[src/rtl/rv_multicycle_ctrl_if.sv]
// Handshake and control bundle between rv_multicycle_ctrl and its instruction memory / datapath.
// The master modport is the controller's view; slave is the environment's view.
interface rv_multicycle_ctrl_if #(
    parameter int CNT_W = 32
);
    logic             start;
    logic             halt;
    logic             imem_valid;
    logic [31:0]      imem_rdata;
    logic             imem_req;
    logic [31:0]      instr_opcode;
    logic [3:0]       alu_controls;
    logic             reg_wr_en;
    logic             pc_en;
    logic             busy;
    logic             trap;
    logic [1:0]       trap_cause;
    logic [CNT_W-1:0] retired_cnt;

    modport master (
        input  start, halt, imem_valid, imem_rdata,
        output imem_req, instr_opcode, alu_controls, reg_wr_en, pc_en,
               busy, trap, trap_cause, retired_cnt
    );

    modport slave (
        output start, halt, imem_valid, imem_rdata,
        input  imem_req, instr_opcode, alu_controls, reg_wr_en, pc_en,
               busy, trap, trap_cause, retired_cnt
    );
endinterface

[src/rtl/rv_multicycle_ctrl.sv]
// Multi-cycle FETCH/DECODE/EXECUTE/WRITEBACK sequencer for the RV32 R-type register/ALU datapath.
// Every output is a flop loaded from the next-state decode, so outputs follow the state with no input path.
module rv_multicycle_ctrl #(
    parameter int CNT_W         = 32,
    parameter int FETCH_TIMEOUT = 16
) (
    input  logic                 clk,
    input  logic                 reset,
    rv_multicycle_ctrl_if.master bus
);
    localparam int TO_W = $clog2(FETCH_TIMEOUT);
    localparam logic [TO_W-1:0] TO_LAST = TO_W'(FETCH_TIMEOUT - 1);

    typedef enum logic [2:0] {
        S_IDLE      = 3'd0,
        S_FETCH     = 3'd1,
        S_DECODE    = 3'd2,
        S_EXECUTE   = 3'd3,
        S_WRITEBACK = 3'd4,
        S_TRAP      = 3'd5
    } state_t;

    state_t           r_state;
    state_t           w_next_state;
    logic [4:0]       w_dec;
    logic [31:0]      r_ir;
    logic [3:0]       r_alu;
    logic [TO_W-1:0]  r_to_cnt;
    logic [CNT_W-1:0] r_retired;
    logic             r_imem_req;
    logic             r_reg_wr_en;
    logic             r_pc_en;
    logic             r_busy;
    logic             r_trap;
    logic [1:0]       r_trap_cause;

    // Returns {legal, alu_code}; anything other than the ten listed R-type encodings is illegal.
    function automatic logic [4:0] alu_decode(input logic [31:0] ir);
        logic [4:0] res;
        res = {1'b0, 4'd0};
        if (ir[6:0] == 7'b0110011) begin
            case ({ir[31:25], ir[14:12]})
                {7'b0000000, 3'b000}: res = {1'b1, 4'd0};
                {7'b0100000, 3'b000}: res = {1'b1, 4'd1};
                {7'b0000000, 3'b001}: res = {1'b1, 4'd2};
                {7'b0000000, 3'b101}: res = {1'b1, 4'd3};
                {7'b0100000, 3'b101}: res = {1'b1, 4'd4};
                {7'b0000000, 3'b010}: res = {1'b1, 4'd5};
                {7'b0000000, 3'b011}: res = {1'b1, 4'd6};
                {7'b0000000, 3'b100}: res = {1'b1, 4'd7};
                {7'b0000000, 3'b110}: res = {1'b1, 4'd8};
                {7'b0000000, 3'b111}: res = {1'b1, 4'd9};
                default:              res = {1'b0, 4'd0};
            endcase
        end else begin
            res = {1'b0, 4'd0};
        end
        return res;
    endfunction

    // Next-state decode; a valid word in the last allowed FETCH cycle beats the timeout.
    always_comb begin
        w_next_state = r_state;
        w_dec        = alu_decode(r_ir);
        case (r_state)
            S_IDLE: begin
                if (bus.start) w_next_state = S_FETCH;
                else           w_next_state = S_IDLE;
            end
            S_FETCH: begin
                if (bus.imem_valid)          w_next_state = S_DECODE;
                else if (r_to_cnt == TO_LAST) w_next_state = S_TRAP;
                else                          w_next_state = S_FETCH;
            end
            S_DECODE: begin
                if (w_dec[4]) w_next_state = S_EXECUTE;
                else          w_next_state = S_TRAP;
            end
            S_EXECUTE:   w_next_state = S_WRITEBACK;
            S_WRITEBACK: begin
                if (bus.halt) w_next_state = S_IDLE;
                else          w_next_state = S_FETCH;
            end
            S_TRAP:      w_next_state = S_TRAP;
            default:     w_next_state = S_IDLE;
        endcase
    end

    // State, IR, ALU code, timeout and retire counters.
    always_ff @(posedge clk or negedge reset) begin
        if (!reset) begin
            r_state   <= S_IDLE;
            r_ir      <= 32'd0;
            r_alu     <= 4'd0;
            r_to_cnt  <= '0;
            r_retired <= '0;
        end else begin
            r_state <= w_next_state;
            if (r_state == S_FETCH && bus.imem_valid) r_ir <= bus.imem_rdata;
            if (r_state == S_DECODE && w_dec[4]) r_alu <= w_dec[3:0];
            if (r_state != S_FETCH) r_to_cnt <= '0;
            else if (!bus.imem_valid) r_to_cnt <= r_to_cnt + TO_W'(1);
            if (r_state == S_WRITEBACK) r_retired <= r_retired + CNT_W'(1);
        end
    end

    // Output flops loaded from the state being entered; trap cause latched once on trap entry.
    always_ff @(posedge clk or negedge reset) begin
        if (!reset) begin
            r_imem_req   <= 1'b0;
            r_reg_wr_en  <= 1'b0;
            r_pc_en      <= 1'b0;
            r_busy       <= 1'b0;
            r_trap       <= 1'b0;
            r_trap_cause <= 2'd0;
        end else begin
            r_imem_req  <= (w_next_state == S_FETCH);
            r_pc_en     <= (w_next_state == S_WRITEBACK);
            r_reg_wr_en <= (w_next_state == S_WRITEBACK) && (r_ir[11:7] != 5'd0);
            r_busy      <= (w_next_state == S_FETCH) || (w_next_state == S_DECODE) ||
                           (w_next_state == S_EXECUTE) || (w_next_state == S_WRITEBACK);
            r_trap      <= (w_next_state == S_TRAP);
            if (r_state != S_TRAP && w_next_state == S_TRAP)
                r_trap_cause <= (r_state == S_DECODE) ? 2'd1 : 2'd2;
        end
    end

    assign bus.imem_req     = r_imem_req;
    assign bus.instr_opcode = r_ir;
    assign bus.alu_controls = r_alu;
    assign bus.reg_wr_en    = r_reg_wr_en;
    assign bus.pc_en        = r_pc_en;
    assign bus.busy         = r_busy;
    assign bus.trap         = r_trap;
    assign bus.trap_cause   = r_trap_cause;
    assign bus.retired_cnt  = r_retired;
endmodule
[src/flat_wrapper.sv]
// flat-port wrapper written by rule: the top's interface ports become plain ports
module rv_multicycle_ctrl_flat 
#(
    parameter int CNT_W         = 32,
    parameter int FETCH_TIMEOUT = 16
)
  (clk, reset, bus_start, bus_halt, bus_imem_valid, bus_imem_rdata, bus_imem_req, bus_instr_opcode, bus_alu_controls, bus_reg_wr_en, bus_pc_en, bus_busy, bus_trap, bus_trap_cause, bus_retired_cnt);
  rv_multicycle_ctrl_if #(.CNT_W(CNT_W)) bus_i ();
  input  logic clk;
  input  logic reset;
  input wire logic [$bits(bus_i.start)-1:0] bus_start;
  input wire logic [$bits(bus_i.halt)-1:0] bus_halt;
  input wire logic [$bits(bus_i.imem_valid)-1:0] bus_imem_valid;
  input wire logic [$bits(bus_i.imem_rdata)-1:0] bus_imem_rdata;
  output wire logic [$bits(bus_i.imem_req)-1:0] bus_imem_req;
  output wire logic [$bits(bus_i.instr_opcode)-1:0] bus_instr_opcode;
  output wire logic [$bits(bus_i.alu_controls)-1:0] bus_alu_controls;
  output wire logic [$bits(bus_i.reg_wr_en)-1:0] bus_reg_wr_en;
  output wire logic [$bits(bus_i.pc_en)-1:0] bus_pc_en;
  output wire logic [$bits(bus_i.busy)-1:0] bus_busy;
  output wire logic [$bits(bus_i.trap)-1:0] bus_trap;
  output wire logic [$bits(bus_i.trap_cause)-1:0] bus_trap_cause;
  output wire logic [$bits(bus_i.retired_cnt)-1:0] bus_retired_cnt;
  assign bus_i.start = bus_start;
  assign bus_i.halt = bus_halt;
  assign bus_i.imem_valid = bus_imem_valid;
  assign bus_i.imem_rdata = bus_imem_rdata;
  assign bus_imem_req = bus_i.imem_req;
  assign bus_instr_opcode = bus_i.instr_opcode;
  assign bus_alu_controls = bus_i.alu_controls;
  assign bus_reg_wr_en = bus_i.reg_wr_en;
  assign bus_pc_en = bus_i.pc_en;
  assign bus_busy = bus_i.busy;
  assign bus_trap = bus_i.trap;
  assign bus_trap_cause = bus_i.trap_cause;
  assign bus_retired_cnt = bus_i.retired_cnt;
  rv_multicycle_ctrl #(.CNT_W(CNT_W), .FETCH_TIMEOUT(FETCH_TIMEOUT)) u_core (.clk(clk), .reset(reset), .bus(bus_i));
endmodule
[config.mk]
export PLATFORM = sky130hd
export DESIGN_NAME = rv_multicycle_ctrl_flat
export DESIGN_NICKNAME = d
export VERILOG_FILES = /design/src/rtl/rv_multicycle_ctrl_if.sv /design/src/rtl/rv_multicycle_ctrl.sv /design/src/flat_wrapper.sv
export SDC_FILE = /design/constraint.sdc
export NUM_CORES = 1
export LEC_CHECK = 0
export ABC_CLOCK_PERIOD_IN_PS = 1700
export CORE_MARGIN = 1.5
export CORE_UTILIZATION = 42
export CTS_CLUSTER_SIZE = 10
export DETAILED_ROUTE_END_ITERATION = 8
export GPL_ROUTABILITY_DRIVEN = 0
export PLACE_DENSITY = 0.83
export SYNTH_ARGS = -nofsm -noshare
export SYNTH_HDL_FRONTEND = slang
export SYNTH_SLANG_ARGS = --single-unit
[constraint.sdc]
create_clock -name clk -period 1.7 [get_ports clk]
set_clock_uncertainty 0.1 [all_clocks]
set_input_delay 0.51 -clock clk [delete_from_list [all_inputs] [get_ports clk]]
set_output_delay 0.51 -clock clk [all_outputs]
set_load 0.02 [all_outputs]
# ---- Word level (Yosys, flattened, before mapping)
# Cells that the tools add are included.
dict set report totals {
  ff_bits 82
  input_bits 37
  wordCells 58
}
dict set report op_classes {
  add_sub_neg 2
  n_mux 11
  n_reduce_logical 10
  eq_ne 24
}
# operator count
set op_table {}
lappend op_table {{5-bit one-hot mux with 10 select lines} 1}
lappend op_table {{10-bit by 3-bit == test with 1-bit output, second input constant} 4}
lappend op_table {{32-bit by 1-bit adder with 32-bit output, second input constant} 1}
lappend op_table {{10-bit by 2-bit == test with 1-bit output, second input constant} 2}
lappend op_table {{10-bit by 9-bit == test with 1-bit output, second input constant} 2}
lappend op_table {{3-bit one-hot mux with 6 select lines} 1}
lappend op_table {{3-bit by 2-bit == test with 1-bit output, second input constant} 4}
lappend op_table {{3-bit == test, second input constant} 4}
lappend op_table {{10-bit by 1-bit == test with 1-bit output, second input constant} 1}
lappend op_table {{10-bit zero test} 1}
lappend op_table {{3-bit two-way mux} 3}
lappend op_table {{4-bit two-way mux} 2}
lappend op_table {{7-bit by 6-bit == test with 1-bit output, second input constant} 1}
lappend op_table {{3-bit by 1-bit == test with 1-bit output, second input constant} 2}
lappend op_table {{5-bit two-way mux} 1}
lappend op_table {{5-bit nonzero test} 1}
lappend op_table {{4-bit by 1-bit adder with 4-bit output, second input constant} 1}
lappend op_table {{4-bit == test, second input constant} 1}
lappend op_table {{1-bit logical AND} 4}
lappend op_table {{3-bit zero test} 1}
lappend op_table {{1-bit logical OR} 3}
lappend op_table {{3-bit by 1-bit inequality test with 1-bit output, second input constant} 1}
lappend op_table {{3-bit inequality test, second input constant} 1}
lappend op_table {{1-bit two-way mux} 2}
lappend op_table {{other kinds (2)} 2}

# ---- Logic depth before layout (Yosys ltp)
# Gate-level depths: netlist of run 1.
dict set report logic_depth {
  word_depth 9
  depth_mapped 6
}

# ---- Worst setup path before layout of run 1
# Ideal clock, no wire load.
dict set report synth_timing {
  kind {input to register}
  start {input port bus_imem_valid}
  end {register u_core.r_ir[0], in the netlist u_core.bus.instr_opcode[0]}
  n_path_buf 3
  setup_slack_ns -0.157
  t_arrival_ns 1.632
  required_time_ns 1.475
  cell_stages 5
  path_cell_list {clkbuf_1 and3_1 buf_2 buf_2 mux2_2}
}
dict set report synth_between {
  elab_chain_cells 1
}
# item line
set synth_lines {}
lappend synth_lines {{start: declaration} flat_wrapper.sv:13} ;# input wire logic [$bits(bus_i.imem_valid)-1:0] bus_imem_valid;
lappend synth_lines {{1-bit logical AND} rv_multicycle_ctrl.sv:99} ;# if (r_state == S_FETCH && bus.imem_valid) r_ir <= bus.imem_rdata;
lappend synth_lines {{end signal: assignment} rv_multicycle_ctrl.sv:99}
lappend synth_lines {{end: declaration} rv_multicycle_ctrl.sv:26} ;# logic [31:0] r_ir;
# No other way between the ends.
# A chain may end at the register's enable or synchronous reset.

# ---- Final worst setup path of run 1
dict set report layout_timing {
  start {register u_core.r_retired[1], in the netlist u_core.bus.retired_cnt[1]}
  end {register u_core.r_retired[14], in the netlist u_core.bus.retired_cnt[14]}
}
dict set report layout_between {
  elab_chain_cells 1
}
# item line
set layout_lines {}
lappend layout_lines {{start: declaration} rv_multicycle_ctrl.sv:29} ;# logic [CNT_W-1:0] r_retired;
lappend layout_lines {{start signal: assignment} rv_multicycle_ctrl.sv:103} ;# if (r_state == S_WRITEBACK) r_retired <= r_retired + CNT_W'(1);
lappend layout_lines {{32-bit by 1-bit adder with 32-bit output} rv_multicycle_ctrl.sv:103}
# No other way between the ends.

==> results.txt, run 1 <==
* Number of top-level design ports: between 100 and 150
* Number of maximum-capacitance constraint violations: 0
- Max_slew headroom: ~75%
- Summed over its instances, the top area cell type makes up a little under three fifths of the synthesized netlist area.
* Remaining routing DRC violations: 0
- Dominant combinational cell family by area after synthesis: simple AND/OR/NAND/NOR gates
* Sum Neg Setup Slack: -0.3417 ns
* Mux share of post-synthesis cell area: a little under an eighth
- During placement, the flow inserted port buffers numbering 111.
* Leading area contributor after synthesis: dfrtp_1
- CTS tree: built
- For this block, wires on met1 add up to around 3.8 mm.
* Estimated wirelength of the detail-placed design: 6.123 mm
* Clock tree root driver cell: clkbuf_8
* Chip Width: ~95 um
* Violations in the final reports: setup timing
* Initial Util: 43.45%
- Sequential share of the synthesized area: between 50 and 60%
- Launching element of the worst setup path: u_core.bus.retired_cnt[1]
- The worst register-to-register path begins at u_core.bus.retired_cnt[1].
- For the worst-skew pair, the clock arrives at the later sink with an insertion delay of 0.35 ns.
* Via count of the first global-routing pass: slightly below 3,000
* Number of vias after detailed routing: about 3,000
- Post-detailed-route via-to-cell ratio: between 5 and 6
- Count of fill cells added during filler insertion: between 600 and 700
- Counting distinct cell types in the post-synthesis netlist gives 39.
- Most frequent cell after synthesis: dfrtp_1
* Avg Cell Area, Syn: about 12 sq um
* Reg2Reg Setup Slack: -0.06 ns
- 0 antenna diodes ended up in the layout.
- Worst-case setup margin in the final layout: -0.05908 ns
- WL met2: 4.838 mm
- Row count: 33
- The worst setup path is captured at a flip-flop.
- The path class of the tightest hold or removal check is flip-flop to flip-flop.
* GRT overflow: 0
- The endpoint identified for the worst register-to-register timing path is u_core.bus.retired_cnt[14].
- DIE AREA: 9108 sq um
* CP Data Required Time: 1.82 ns
- Before antenna repair, the detailed router went through 4 iterations.
- The worst setup path is of the flip-flop to flip-flop kind.
* Residual antenna-violating net count after detailed routing: 0
- Complex-gate fraction of the synthesized area: between 3 and 4%
- Setup violations remaining at the end of the flow were counted as 11.
* Total Routing Usage GR: around 20%
* Number of warnings issued by yosys: 0
- Among all flip-flop cells after synthesis, the most frequent one is dfrtp_1.
- Final Hold Violating Endpoints: 0
- The detailed router used layers up to and including met4.
- The synthesized design contains around 80 register bits.
- At the end of the flow the core is filled with cells to between 60% and 70%.
- Based on the critical path, the design can be clocked at up to 0.5685 GHz.
- Across the VDD grid, the largest voltage drop is slightly above 0.4 mV.
- Power spread over the standard cell area amounts to 576.5 nW/um^2.
- Post-synthesis instance total: ~290
- Routed length per placed instance: around 17 um
- The core region is 8258 sq um.
* Die outline height: around 95 um
* Fraction of final layout cells sized beyond drive strength 1: between 30% and 40%
- Post-synthesis instance area: 3588 sq um
* Basic-gate share of the synthesized area counting and, or, nand and nor cells: 16.39%
- Number of antenna violations at the first check in global routing: 0
- Data arrives at the worst endpoint at roughly 1.9 ns.
- The detailed router finished its first iteration with about 100 violations.
- Counting the buffers created by CTS gives 9.
* Part of the cycle the worst path needs: 103.5%
- The area growth from synthesis to layout is 57.29%.
* Actual transition at the worst max-transition pin: ~0.37 ns
* Fin nets: 500
* # H-tree levels: 3
- Pleak: 2.836 nW
- The number of pins with negative max-slew slack in the final report is 0.
* CP max stage delay: about 0.42 ns
* Clock slew seen by the registers of the worst setup and hold paths: about 0.070 ns
- Biggest fanout along the worst timing path: 5
* Status: complete, but fails checks
- In the post-synthesis netlist, the biggest area contributors are dfrtp_1 57%, mux2_2 11%, xnor2_1 6.8%, nand3_1 2.1%, xor2_1 2.0%.
- The startpoint identified for the worst hold timing path is u_core.bus.retired_cnt[31].
- First-pass GRT wire length: between 10 and 15 mm
* Count of cells along the worst register-to-register path: 6
* Total length of routed wires: about 9.6 mm
* Top cells by instance count after synthesis: 82 x dfrtp_1, 35 x mux2_2, 28 x xnor2_1
* # clock sinks: between 80 and 90
- The routed design uses approximately 800 um of met3 wire.
* Syn_nets: ~330
- Maximum number of pins on one net before global-route repair: 26
* Crit path capture: u_core.bus.retired_cnt[14]
* Worst Setup Start Kind: flip-flop
- Slowest cell on the critical path: dfrtp_1
- The synthesized design contains 0 enable-type register cells.
* Synthesized-area fraction occupied by adder cells: less than 1%
- Minimum clock period: about 1.8 ns
- Xor/xnor cell area share of the yosys netlist: 8.787%
- Async S/R FF share, synth: 100.0%
- Setup repair after global routing could not meet its margin everywhere.
* Cell chain of the critical path: ha_2 -> nand2_2 -> nor4_4 -> buf_6 -> nand4_1 -> xnor2_1
* Max clock buf depth: 2
-- cell usage in the layout (no fill, tap or decap), types with 4 or more instances in the layout --
cell and n:
dfrtp_1 75, buf_4 48, clkdlybuf4s50_1 34, xnor2_1 24, dlygate4sd2_1 24, mux2_2 21
clkdlybuf4s15_1 18, nor2_1 14, mux2_4 14, buf_2 12, clkbuf_2 11, nand2_1 9
clkbuf_8 9, buf_6 9, xor2_1 8, nand4_1 8, clkdlybuf4s15_2 8, nand3_1 7
dfrtp_2 7, a21oi_1 6, nor3_1 6, and3_1 6, inv_1 5, nand3_2 5
and4_1 4, nand2_2 4, xnor2_2 4, clkbuf_1 4
-- metrics by stage --
step / worst slack (ns) / area, sq um / hold slack (ns) / total power (W) / cells
final: -0.05908 / 5644 / 0.3726 / 0.003254 / 569
after floorplan: 0.001648 / 3618 / 0.1144 / 0.001994 / 292
after CTS: -0.07215 / 5300 / 0.3710 / 0.003265 / 554
after detailed placement: -0.3399 / 5120 / 0.3442 / 0.002130 / 534
after global placement: -0.2977 / 5120 / 0.3379 / 0.002127 / 534
after global routing: -0.1280 / 5644 / 0.4055 / 0.003351 / 569
-- flip-flops by register name (all words and copies together) (netlist names) --
signal,count
u_core.bus.busy,1
u_core.r_to_cnt,4
u_core.bus.alu_controls,4
u_core.bus.instr_opcode,32
u_core.bus.imem_req,1
u_core.bus.trap,1
u_core.bus.reg_wr_en,1
u_core.r_state,3
u_core.bus.pc_en,1
u_core.bus.trap_cause,2
u_core.bus.retired_cnt,32
-- routing by layer --
metal,vias to the layer above,global-route usage [%]
li1,1367,-
met1,1458,24.37
met2,114,33.75
met3,9,6.619
met4,0,7.843
met5,-,0
-- power by group --
group	switching, W	internal (W)	total (W)
Combinational	0.0000560	0.0000881	0.000144
Clock	0.000645	0.000516	0.00116
Sequential	0	0.00195	0.00195
-- critical path, delay by kind of cell (launching register included) --
kind                     cells  cell delay (ns)
XOR/XNOR                     1             0.15
flip-flops                   1             0.42
buffers and inverters        1             0.18
adder cells (fa/ha/maj)      1             0.25
AND/OR/NAND/NOR              3             0.53
-- cell families after synthesis --
logic type                 count (synthesis)
AOI/OAI and AO/OA                         19
xor gates and xnor gates                  36
adders and majority gates                  2
buffers and inverters                     20
DFF                                       82
muxes                                     36
and+or+nand+nor                           97
-- worst min path at each step --
stage / slack (ns) / end / cells after the start
floorplan: 0.11 / u_core.bus.alu_controls[0] / 0
global placement: 0.34 / u_core.bus.instr_opcode[19] / 1
detailed placement: 0.34 / u_core.bus.instr_opcode[16] / 1
CTS: 0.37 / u_core.bus.retired_cnt[31] / 1
global route: 0.41 / u_core.bus.retired_cnt[23] / 1
finish: 0.37 / u_core.bus.retired_cnt[31] / 1
-- cell type report --
cell class,instances,area (sq um),area share (%)
clock buffer,13,138.9,2.461
clock inverter,1,5.005,0.08867
inverter,5,18.77,0.3325
multi-input combinational,190,1707,30.24
sequential,82,2061,36.51
tap,105,131.4,2.328
timing repair buffer,173,1583,28.04
-- timing repair --
item                                   4_1_cts  5_1_grt
buffers inserted                             2       11
hold buffers                                 1        0
pin swaps                                    5       22
cloned                                       3        4
endpoints found under the hold margin       22        0
setup endpoints to repair                  110       92
resized for setup                          157       88
Note: power is estimated with default switching activity, not from simulation.
==> run 2, diff against run 1 <==
--- a/config.mk
+++ b/config.mk
@@ -11,7 +11,7 @@
 export CTS_CLUSTER_SIZE = 10
 export DETAILED_ROUTE_END_ITERATION = 8
 export GPL_ROUTABILITY_DRIVEN = 0
-export PLACE_DENSITY = 0.83
+export PLACE_DENSITY = 0.79
 export SYNTH_ARGS = -nofsm -noshare
 export SYNTH_HDL_FRONTEND = slang
 export SYNTH_SLANG_ARGS = --single-unit
==> run 2 against run 1 <==
Effect of this change:
- the run still ends with setup timing left
- first-iteration DRC count shrank 21%
- utilization shrank 0.39 points
- critical path depth shrank 1
- worst setup slack gained 0.0089 ns
- sequential power is essentially flat
==> results.txt, run 2 (same netlist as run 1, synthesis figures left out) <==
- The run finished, with violations left.
- The final reports fail on setup timing.
* Worst supply voltage drop on vdd: 0.4901 mV (+20%)
- Most common cell after layout, fill and taps aside: dfrtp_1
- The power density relative to cell area is 605.2 nW/um^2 (+5.0%).
* Actual transition at the worst max-transition pin: 0.3293 ns (-0.03657 ns)
- Worst min path class: flip-flop to flip-flop
- Antenna fix cells: 0 (unchanged)
- The clock slew seen by the registers of the worst setup and hold paths is 0.08 ns (about the same).
- The number of pins with negative max-slew slack in the final report is 0 (unchanged).
* Synth-to-layout area growth: 56.38%
- STA classifies the critical path endpoint as a flip-flop.
- The die area came to 9108 sq um (unchanged).
* Cts bufs inserted: 9 (unchanged)
- Floorplan core area: 8258 sq um (unchanged)
* Cell family with most CP delay: simple AND/OR/NAND/NOR gates
- The depth of the CTS H-tree is 3 (unchanged).
- The die width is 95.44 um (unchanged).
* CP max stage delay: 0.42 ns (about the same)
- First-pass iteration count of the detailed router: 4 (unchanged)
- The signal on the critical path passes through nor4_4 -> and4_1 -> nand4b_1 -> buf_6 -> mux2_2.
* Final setup violation count: 5 (-6)
* Number of antenna violations at the first check in global routing: 0 (unchanged)
- The setup total negative slack is -0.1856 ns (+0.1561 ns).
- Number of maximum-capacitance constraint violations: 0 (unchanged)
- The average vias per placed instance is 5.091 (-1.7%).
* Max clock buf depth: 2 (unchanged)
* Commonest cells after routing, fill and taps aside: 73 x dfrtp_1, 53 x buf_4, 35 x mux2_2, 35 x clkdlybuf4s50_1, 26 x xnor2_1
- The maximum clock frequency came to 0.5714 GHz (+0.51%).
* Estimated wirelength of the detail-placed design: 6.071 mm (-0.85%)
- The share of cells above drive strength 1 was 42.31% (+3.9 points).
* Start-to-end type of the worst setup path: flip-flop to flip-flop
- Final Hold Violating Endpoints: 0 (unchanged)
* Worst skew pair latency: 0.35 ns (about the same)
* Residual antenna-violating net count after detailed routing: 0 (unchanged)
* Post-Place Setup Slack: -0.3466 ns (-0.006681 ns)
* Minimum clock period: 1.750 ns (-0.008948 ns)
- Unrepaired setup endpoints after global routing: yes
- The worst slew slack as a fraction of its limit is 77.88% (+2.5 points).
* Biggest fanout along the worst timing path: 5 (unchanged)
* Remaining routing DRC violations: 0 (unchanged)
* Placed Instance Area: 5157 sq um (+0.73%)
* First-pass GRT wire length: 14.03 mm (about the same)
* Part of the cycle the worst path needs: 102.9% (-0.53 points)
* CP Data Required Time: 1.84 ns (+0.02 ns)
- The count of nets after finishing is 502 (+0.40%).
- The data arrival at the endpoint of the critical path came to 1.89 ns (about the same).
- The remaining global-route overflow was 0 (unchanged).
- The total power after layout was 0.003396 W (+4.4%).
* Maximum number of pins on one net before global-route repair: 42 (+62%)
* Clock tree root driver cell: clkbuf_8
* Input/output buffers: 111 (unchanged)
- TritonCTS built the clock tree.
- Count of placed standard cells including taps: 539 (+0.94%)
* # clock sinks: 82 (unchanged)
* Count of fill cells added during filler insertion: 639 (+4.6%)
- Worst Setup Start Kind: flip-flop
- The number of cells in the finished layout apart from fillers is 573 (+0.70%).
- Count of buffering cells on the critical path with inverters included: 1 (unchanged)
- The total number of vias is 2,917 (-1.1%).
- Total length of routed wires: 9.238 mm (-3.3%)
* Routed length per placed instance: 16.12 um (-3.9%)
* Total Routing Usage GR: 20.08% (-0.20 points)
* Number of top-level design ports: 112 (unchanged)
* Worst-case setup margin in the final layout: -0.05013 ns (+0.008947 ns)
- Die outline height: 95.44 um (unchanged)
- Slowest cell on the critical path: dfrtp_1
- First-iteration detailed-routing DRC count: 81 (-21%)
- The total leakage power came to 2.787 nW (-1.7%).
* Final Cell Area: 5612 sq um (-0.58%)
* Row count: 33 (unchanged)
- Initial Util: 43.45% (unchanged)
* Via count of the first global-routing pass: 3,035 (+4.5%)
* Flip-flop and latch area: 2063 sq um (+0.12%)
- Area taken by multi-input logic gates: 1669 sq um (-2.2%)
==> run 2: cell types whose count changed in the layout (fill, tap and decap cells not counted), sizes merged <==
cell,before,now
buf,73,82
clkdlybuf4s15,26,29
clkdlybuf4s50,34,35
clkinv,1,3
clkinvlp,0,1
dlygate4sd2,24,13
dlymetal6s2s,1,0
==> run 2: metal layers <==
metal	track usage (%)	share of wire [%]	up-vias
li1	-	-	1375
met3	7.018	7.5	12
met2	33.92	52	89
met5	0	0	-
met1	23.16	39	1441
met4	8.211	1.2	0
==> run 2: final cells by class <==
type / count / share of cell area, %
flip-flops and latches: 82 / 36.77
multi-input cells: 190 / 29.74
repair buffers: 175 / 27.58
clock buffers: 12 / 2.765
well taps: 105 / 2.341
clock inverters: 4 / 0.4682
inverters: 5 / 0.3344
==> run 2: power breakdown <==
group	switching [W]	total [W]	internal, W
registers	0	0.00195	0.00195
clock network	0.000697	0.00131	0.000609
logic	0.0000546	0.000142	0.0000873
==> run 2: path summary, 6_finish.rpt <==
kind	cells after the start	startpoint	slack [ns]	to
min in group asynchronous	2	reset	0.41	u_core.bus.instr_opcode[17]
min reg2reg	1	u_core.bus.retired_cnt[31]	0.37	u_core.bus.retired_cnt[31]
max	5	u_core.bus.instr_opcode[29]	-0.05	u_core.bus.alu_controls[2]
max in group asynchronous	3	reset	0.65	u_core.r_state[1]
max reg2reg	5	u_core.bus.instr_opcode[29]	-0.05	u_core.bus.alu_controls[2]
min	1	u_core.bus.retired_cnt[31]	0.37	u_core.bus.retired_cnt[31]
==> run 2: per-stage QoR <==
step | util [%] | hold slack, ns
6_report | 67.95 | 0.3724
5_1_grt | 67.95 | 0.3879
4_1_cts | 64.65 | 0.3731
3_5_place_dp | 62.45 | 0.2304
3_3_place_gp | 62.45 | 0.2263
2_1_floorplan | - | 0.1144
==> run 2: timing repair <==
action,CTS,global route
hold endpoints to repair,3,0
hold buffers,1,0
gates resized for setup,172,91
setup endpoints to repair,106,98
gates cloned,1,4
buffers inserted,2,10
pin swaps,4,25
